==> config.mk <==
export PLATFORM = sky130hd
export DESIGN_NAME = uart_rx
export DESIGN_NICKNAME = d
export VERILOG_FILES = /design/src/rtl/uart_rx.sv
export SDC_FILE = /design/constraint.sdc
export NUM_CORES = 1
export LEC_CHECK = 0
export ABC_AREA = 1
export ABC_CLOCK_PERIOD_IN_PS = 3500
export BUFFER_PORTS_ARGS = -buffer_cell sky130_fd_sc_hd__buf_2
export CAP_MARGIN = 0
export CORE_MARGIN = 8
export CORE_UTILIZATION = 42
export DETAILED_ROUTE_END_ITERATION = 6
export PLACE_DENSITY = 0.57
export SYNTH_ARGS = -nofsm -noshare
export SYNTH_HDL_FRONTEND = slang
export SYNTH_SLANG_ARGS = --single-unit
==> constraint.sdc <==
create_clock -name CLK -period 3.5 [get_ports CLK]
set_clock_uncertainty 0.15 [all_clocks]
set_input_delay 0.175 -clock CLK [delete_from_list [all_inputs] [get_ports CLK]]
set_output_delay 0.175 -clock CLK [all_outputs]
set_load 0.03 [all_outputs]
==> src/rtl/uart_rx.sv <==
// uart_rx: oversampling UART receiver with optional parity.
//   CLK        oversampling clock, rising edge
//   RST        asynchronous active-low reset
//   RX_IN      serial line (idles high), asynchronous to CLK
//   PAR_EN     1 = parity bit follows the data bits
//   PAR_TYP    0 = even parity, 1 = odd parity
//   Prescale   CLK cycles per bit (8, 16 or 32)
//   P_DATA     last frame received without error
//   data_valid one-cycle pulse when P_DATA updates
//   par_err    one-cycle pulse on a parity failure
//   stp_err    one-cycle pulse on a bad stop bit
module uart_rx #(
  parameter int unsigned DATA_WIDTH = 8
) (
  input  logic                  CLK,
  input  logic                  RST,
  input  logic                  RX_IN,
  input  logic                  PAR_EN,
  input  logic                  PAR_TYP,
  input  logic [5:0]            Prescale,
  output logic [DATA_WIDTH-1:0] P_DATA,
  output logic                  data_valid,
  output logic                  par_err,
  output logic                  stp_err
);

  typedef enum logic [2:0] {IDLE, START, DATA, PARITY, STOP} state_t;

  localparam int unsigned BW = $clog2(DATA_WIDTH + 3);

  state_t                state_q, state_d;
  logic                  rx_meta_q, rx_meta_d;
  logic                  rx_s_q, rx_s_d;
  logic [5:0]            edge_q, edge_d;
  logic [BW-1:0]         bit_q, bit_d;
  logic [5:0]            presc_q, presc_d;
  logic                  par_en_q, par_en_d;
  logic                  par_typ_q, par_typ_d;
  logic [2:0]            samp_q, samp_d;
  logic [DATA_WIDTH-1:0] shift_q, shift_d;
  logic                  par_bad_q, par_bad_d;
  logic [DATA_WIDTH-1:0] p_data_q, p_data_d;
  logic                  dv_q, dv_d;
  logic                  pe_q, pe_d;
  logic                  se_q, se_d;

  logic [5:0] half;
  logic [5:0] last;
  logic       wrap;
  logic       maj;
  logic       par_exp;

  always_comb begin
    half    = {1'b0, presc_q[5:1]};
    last    = presc_q - 6'd1;
    wrap    = (edge_q == last);
    maj     = (samp_q[0] & samp_q[1]) | (samp_q[0] & samp_q[2]) | (samp_q[1] & samp_q[2]);
    par_exp = par_typ_q ? ~^shift_q : ^shift_q;

    rx_meta_d = RX_IN;
    rx_s_d    = rx_meta_q;
    state_d   = state_q;
    edge_d    = edge_q;
    bit_d     = bit_q;
    presc_d   = presc_q;
    par_en_d  = par_en_q;
    par_typ_d = par_typ_q;
    samp_d    = samp_q;
    shift_d   = shift_q;
    par_bad_d = par_bad_q;
    p_data_d  = p_data_q;
    dv_d      = 1'b0;
    pe_d      = 1'b0;
    se_d      = 1'b0;

    if (state_q != IDLE) begin
      edge_d = wrap ? '0 : edge_q + 6'd1;
      if (wrap) bit_d = bit_q + BW'(1);
      if (edge_q == half - 6'd1) samp_d[0] = rx_s_q;
      if (edge_q == half)        samp_d[1] = rx_s_q;
      if (edge_q == half + 6'd1) samp_d[2] = rx_s_q;
    end

    case (state_q)
      IDLE: begin
        edge_d = '0;
        bit_d  = '0;
        if (!rx_s_q) begin
          // This cycle is edge count 0 of the start bit.
          state_d   = START;
          edge_d    = 6'd1;
          presc_d   = Prescale;
          par_en_d  = PAR_EN;
          par_typ_d = PAR_TYP;
          par_bad_d = 1'b0;
        end
      end
      START: begin
        if (edge_q == half + 6'd2 && maj) begin
          state_d = IDLE;
          edge_d  = '0;
          bit_d   = '0;
        end else if (wrap) begin
          state_d = DATA;
        end
      end
      DATA: begin
        if (wrap) begin
          shift_d = {maj, shift_q[DATA_WIDTH-1:1]};
          if (bit_q == BW'(DATA_WIDTH)) state_d = par_en_q ? PARITY : STOP;
        end
      end
      PARITY: begin
        if (wrap) begin
          par_bad_d = (maj != par_exp);
          state_d   = STOP;
        end
      end
      STOP: begin
        // Outputs are registered, so decide one count early to land on P-1.
        if (edge_q == last - 6'd1) begin
          if (par_bad_q || !maj) begin
            pe_d = par_bad_q;
            se_d = ~maj;
          end else begin
            dv_d     = 1'b1;
            p_data_d = shift_q;
          end
        end
        if (wrap) state_d = IDLE;
      end
      default: state_d = IDLE;
    endcase
  end

  always_ff @(posedge CLK or negedge RST) begin
    if (!RST) begin
      rx_meta_q <= 1'b1;
      rx_s_q    <= 1'b1;
      state_q   <= IDLE;
      edge_q    <= '0;
      bit_q     <= '0;
      presc_q   <= '0;
      par_en_q  <= 1'b0;
      par_typ_q <= 1'b0;
      samp_q    <= '0;
      shift_q   <= '0;
      par_bad_q <= 1'b0;
      p_data_q  <= '0;
      dv_q      <= 1'b0;
      pe_q      <= 1'b0;
      se_q      <= 1'b0;
    end else begin
      rx_meta_q <= rx_meta_d;
      rx_s_q    <= rx_s_d;
      state_q   <= state_d;
      edge_q    <= edge_d;
      bit_q     <= bit_d;
      presc_q   <= presc_d;
      par_en_q  <= par_en_d;
      par_typ_q <= par_typ_d;
      samp_q    <= samp_d;
      shift_q   <= shift_d;
      par_bad_q <= par_bad_d;
      p_data_q  <= p_data_d;
      dv_q      <= dv_d;
      pe_q      <= pe_d;
      se_q      <= se_d;
    end
  end

  assign P_DATA     = p_data_q;
  assign data_valid = dv_q;
  assign par_err    = pe_q;
  assign stp_err    = se_q;

endmodule

==> reports/results.tsv <==
stage	metric	value	unit
sta	Final setup viols	0	
cts	clk sinks	46	
worst_setup_path	most used cell, CP	nand2_2	
layout	n_diodes	0	
logic_synthesis	Async S/R FF share, synth	100	%
cts	Worst-path clk slew	90	ps
worst_setup_path	critical path peak fanout	9	
sta	Slew headroom	30.2	%
die	core area	7100	sq um
status	status	complete, no violations	
logic_synthesis	Post-Syn Nets	423	
cts	Root Buffer	clkbuf_8	
pwr	overall power	2.43	mW
die	Die H	101	microns
logic_synthesis	Synth Register Bits	46	
layout	Non-Filler Instances	533	
detailed_routing	DRC	0	
detailed_routing	WL final	6.99	mm
die	DIE AREA	10200	sq um
detailed_routing	routed wire length per instance	13.1	microns
logic_synthesis	dominant cell type by area after synthesis	dfrtp_1	
worst_setup_path	cell family with most CP delay	simple AND/OR/NAND/NOR gates	
hold_path	Hold Crit Class	flip-flop to flip-flop	
logic_synthesis	synthesis warning total	0	
logic_synthesis	Yosys top cell area share	36.4	%
grt	initial antenna violation count	0	
layout	Filler cells	714	
grt	largest net degree at the start of global routing	47	
logic_synthesis	EDFF count, synth	0	
job	max-cap violations	0	
cts	total CTS buffers	5	
die	Die W	101	microns
cts	setup bufs post-CTS	0	
detailed_routing	mean number of vias per cell	4.80	
worst_setup_path	Worst EP arrival	2510	ps
layout	post-route cell area	3400	sq um
grt	gr usage total	14.8	%
placement	GPL Wtd Cong	0.880	
placement	buffers added on ports	21	
pwr	VDD IR max	0.354	mV
detailed_routing	Starting DRT DRC Count	135	
cts	Clock Latency Late Sink	310	ps
grt	first-pass GRT wire length	11.8	mm
worst_setup_path	chain of cells forming the critical path	inv_1, ha_1, inv_2, nand2_2, nand2_2, nand2_1, nand2_1, nand2_2, nand2_2, nor2_2, nand2_4, nor2_8, inv_4, nand2_2, o21ai_2	
logic_synthesis	synthesized area per cell	7.54	sq um
placement	dpl cells	515	
pwr	P per Cell Area	714	nW/um^2
placement	Cell Area, Placed	3210	sq um
detailed_routing	DR pass1 iterations	5	
layout	Layout Nets	455	
logic_synthesis	Syn Std Cell Area	3020	sq um
pwr	Leak Pwr	1.77	nW
placement	post-DP HPWL	5.32	mm
logic_synthesis	Synth Flop Type	dfrtp_1	
sta	total negative slack	0	ps
detailed_routing	Via Count	2560	
sta	Final Max Slew Viols	0	
logic_synthesis	Seq/Total Area, Yosys	38.1	%
worst_setup_path	Critical path buffers and inverters	3	
cts	Hold-fix buffers, CTS	10	
worst_setup_path	Crit. End Element	flip-flop	
layout	most common library cell in the layout ignoring fill and taps	nand2_1	
worst_setup_path	CP startpoint kind	flip-flop	
sta	worst-margin pin slew	1050	ps
grt	grt ovf	0	
cts	Max H-tree Level	2	
logic_synthesis	Mapped Cells	401	
layout	share of cells above drive strength 1	17.5	%
worst_setup_path	crit path max-delay cell type	dfrtp_1	
logic_synthesis	Netlist cell types	34	
layout	leading cell types in the layout, fill and taps excluded	nand2_1 (123), dfrtp_1 (44), nor2_1 (41)	
sta	RSZ-0062 raised after global routing	no	
cts	CTS tree	built	
worst_setup_path	CP required	3550	ps
layout	Area Overhead vs Synth	12.6	%
worst_setup_path	critical path class	flip-flop to flip-flop	
sta	final hold violations	0	
sta	Final Cycle Share	70.2	%
worst_setup_path	largest stage delay on the critical path	450	ps
logic_synthesis	synth top area cells	dfrtp_1 (36%), nand2_1 (15%), nor2_1 (5.1%), ha_1 (4.6%), inv_1 (4.3%)	
die	I/O Pins	22	
die	Rows	31	
cts	post-CTS sizing	0	
sta	fin crit period	2460	ps
die	Starting Density	42.6	%
cts	Clock Path Buffers	2	
detailed_routing	Routed Antenna Nets	0	
grt	number of global-route vias before repair	2417	
sta	f_max	407	MHz
[power breakdown]
group	total (mW)	internal [mW]	switching (mW)
Sequential	0.778	0.625	0.154
Combinational	1.31	0.444	0.865
Clock	0.344	0.144	0.200
Total	2.43	1.21	1.22
[Yosys cell counts, types with 3 or more instances]
master	n
nor2_1	41
nand4_1	15
nand3_1	25
inv_2	4
xor2_1	14
nor3_1	5
nand2_2	21
a21oi_1	11
inv_1	35
dfrtp_1	44
xnor2_1	8
buf_2	3
nor2_2	4
ha_1	11
nand2_1	123
o21ai_0	9
nor2_4	4
nand3_2	3
[worst reg2reg max path, stage by stage (launching register included)]
cell and delay [ps]:
dfrtp_1 450, inv_1 250, ha_1 300, inv_2 80, nand2_2 80, nand2_2 50, nand2_1 50, nand2_1 80
nand2_2 100, nand2_2 70, nor2_2 180, nand2_4 110, nor2_8 170, inv_4 90, nand2_2 70, o21ai_2 50
[final timing paths]
kind	cells after the start	from	slack [ps]	end
setup / recovery	15	presc_q[1]	1040	shift_q[7]
hold / removal	0	rx_meta_q	210	rx_s_q
setup reg to reg	15	presc_q[1]	1040	shift_q[7]
hold reg to reg	0	rx_meta_q	210	rx_s_q
max in group asynchronous	2	RST	2110	shift_q[7]
min in group asynchronous	2	RST	440	bit_q[0]
[logic make-up after synthesis]
| kind of cell | Yosys count | synth area share, % |
|---|---|---|
| AO/OA/AOI/OAI | 27 | 4.97 |
| flip-flops | 46 | 38.1 |
| adder cells (fa/ha/maj) | 11 | 4.55 |
| AND/OR/NAND/NOR | 247 | 38.8 |
| buffers and inverters | 46 | 6.45 |
| XOR/XNOR | 22 | 6.37 |
| multiplexers | 2 | 0.745 |
[layout make-up]
type                       count  area [sq um]  share of cell area, %
clock buffer                   5          68.8                   2.02
clock inverter                 3          25.0                  0.735
inverter                      40           153                   4.48
multi-input combinational    309          1680                   49.2
sequential                    46          1150                   33.9
tap                           99           124                   3.64
timing repair buffer          31           205                   6.03
[registers in the layout, indices dropped and copies added (netlist names), 3 cells and up]
register  flops
P_DATA        8
bit_q         4
edge_q        6
presc_q       6
samp_q        3
shift_q       8
state_q       3
[per-layer routing]
| layer | vias up | GRT usage, % | share of wire (%) |
|---|---|---|---|
| met5 | - | 0 | 0 |
| met4 | 0 | 4.65 | 1.2 |
| met3 | 8 | 3.31 | 3.4 |
| met2 | 44 | 22.6 | 45 |
| met1 | 1182 | 20.1 | 50 |
| li1 | 1326 | - | - |
[through the flow]
stage | setup WS, ps | utilization [%] | hold slack (ps)
floorplan | 1490 | - | -271
global placement | 1080 | 45.2 | 132
detailed placement | 1080 | 45.2 | 132
CTS | 1060 | 48.0 | 213
global route | 811 | 48.0 | 217
finish | 1040 | 48.0 | 212
(Power assumes the default switching activity.)
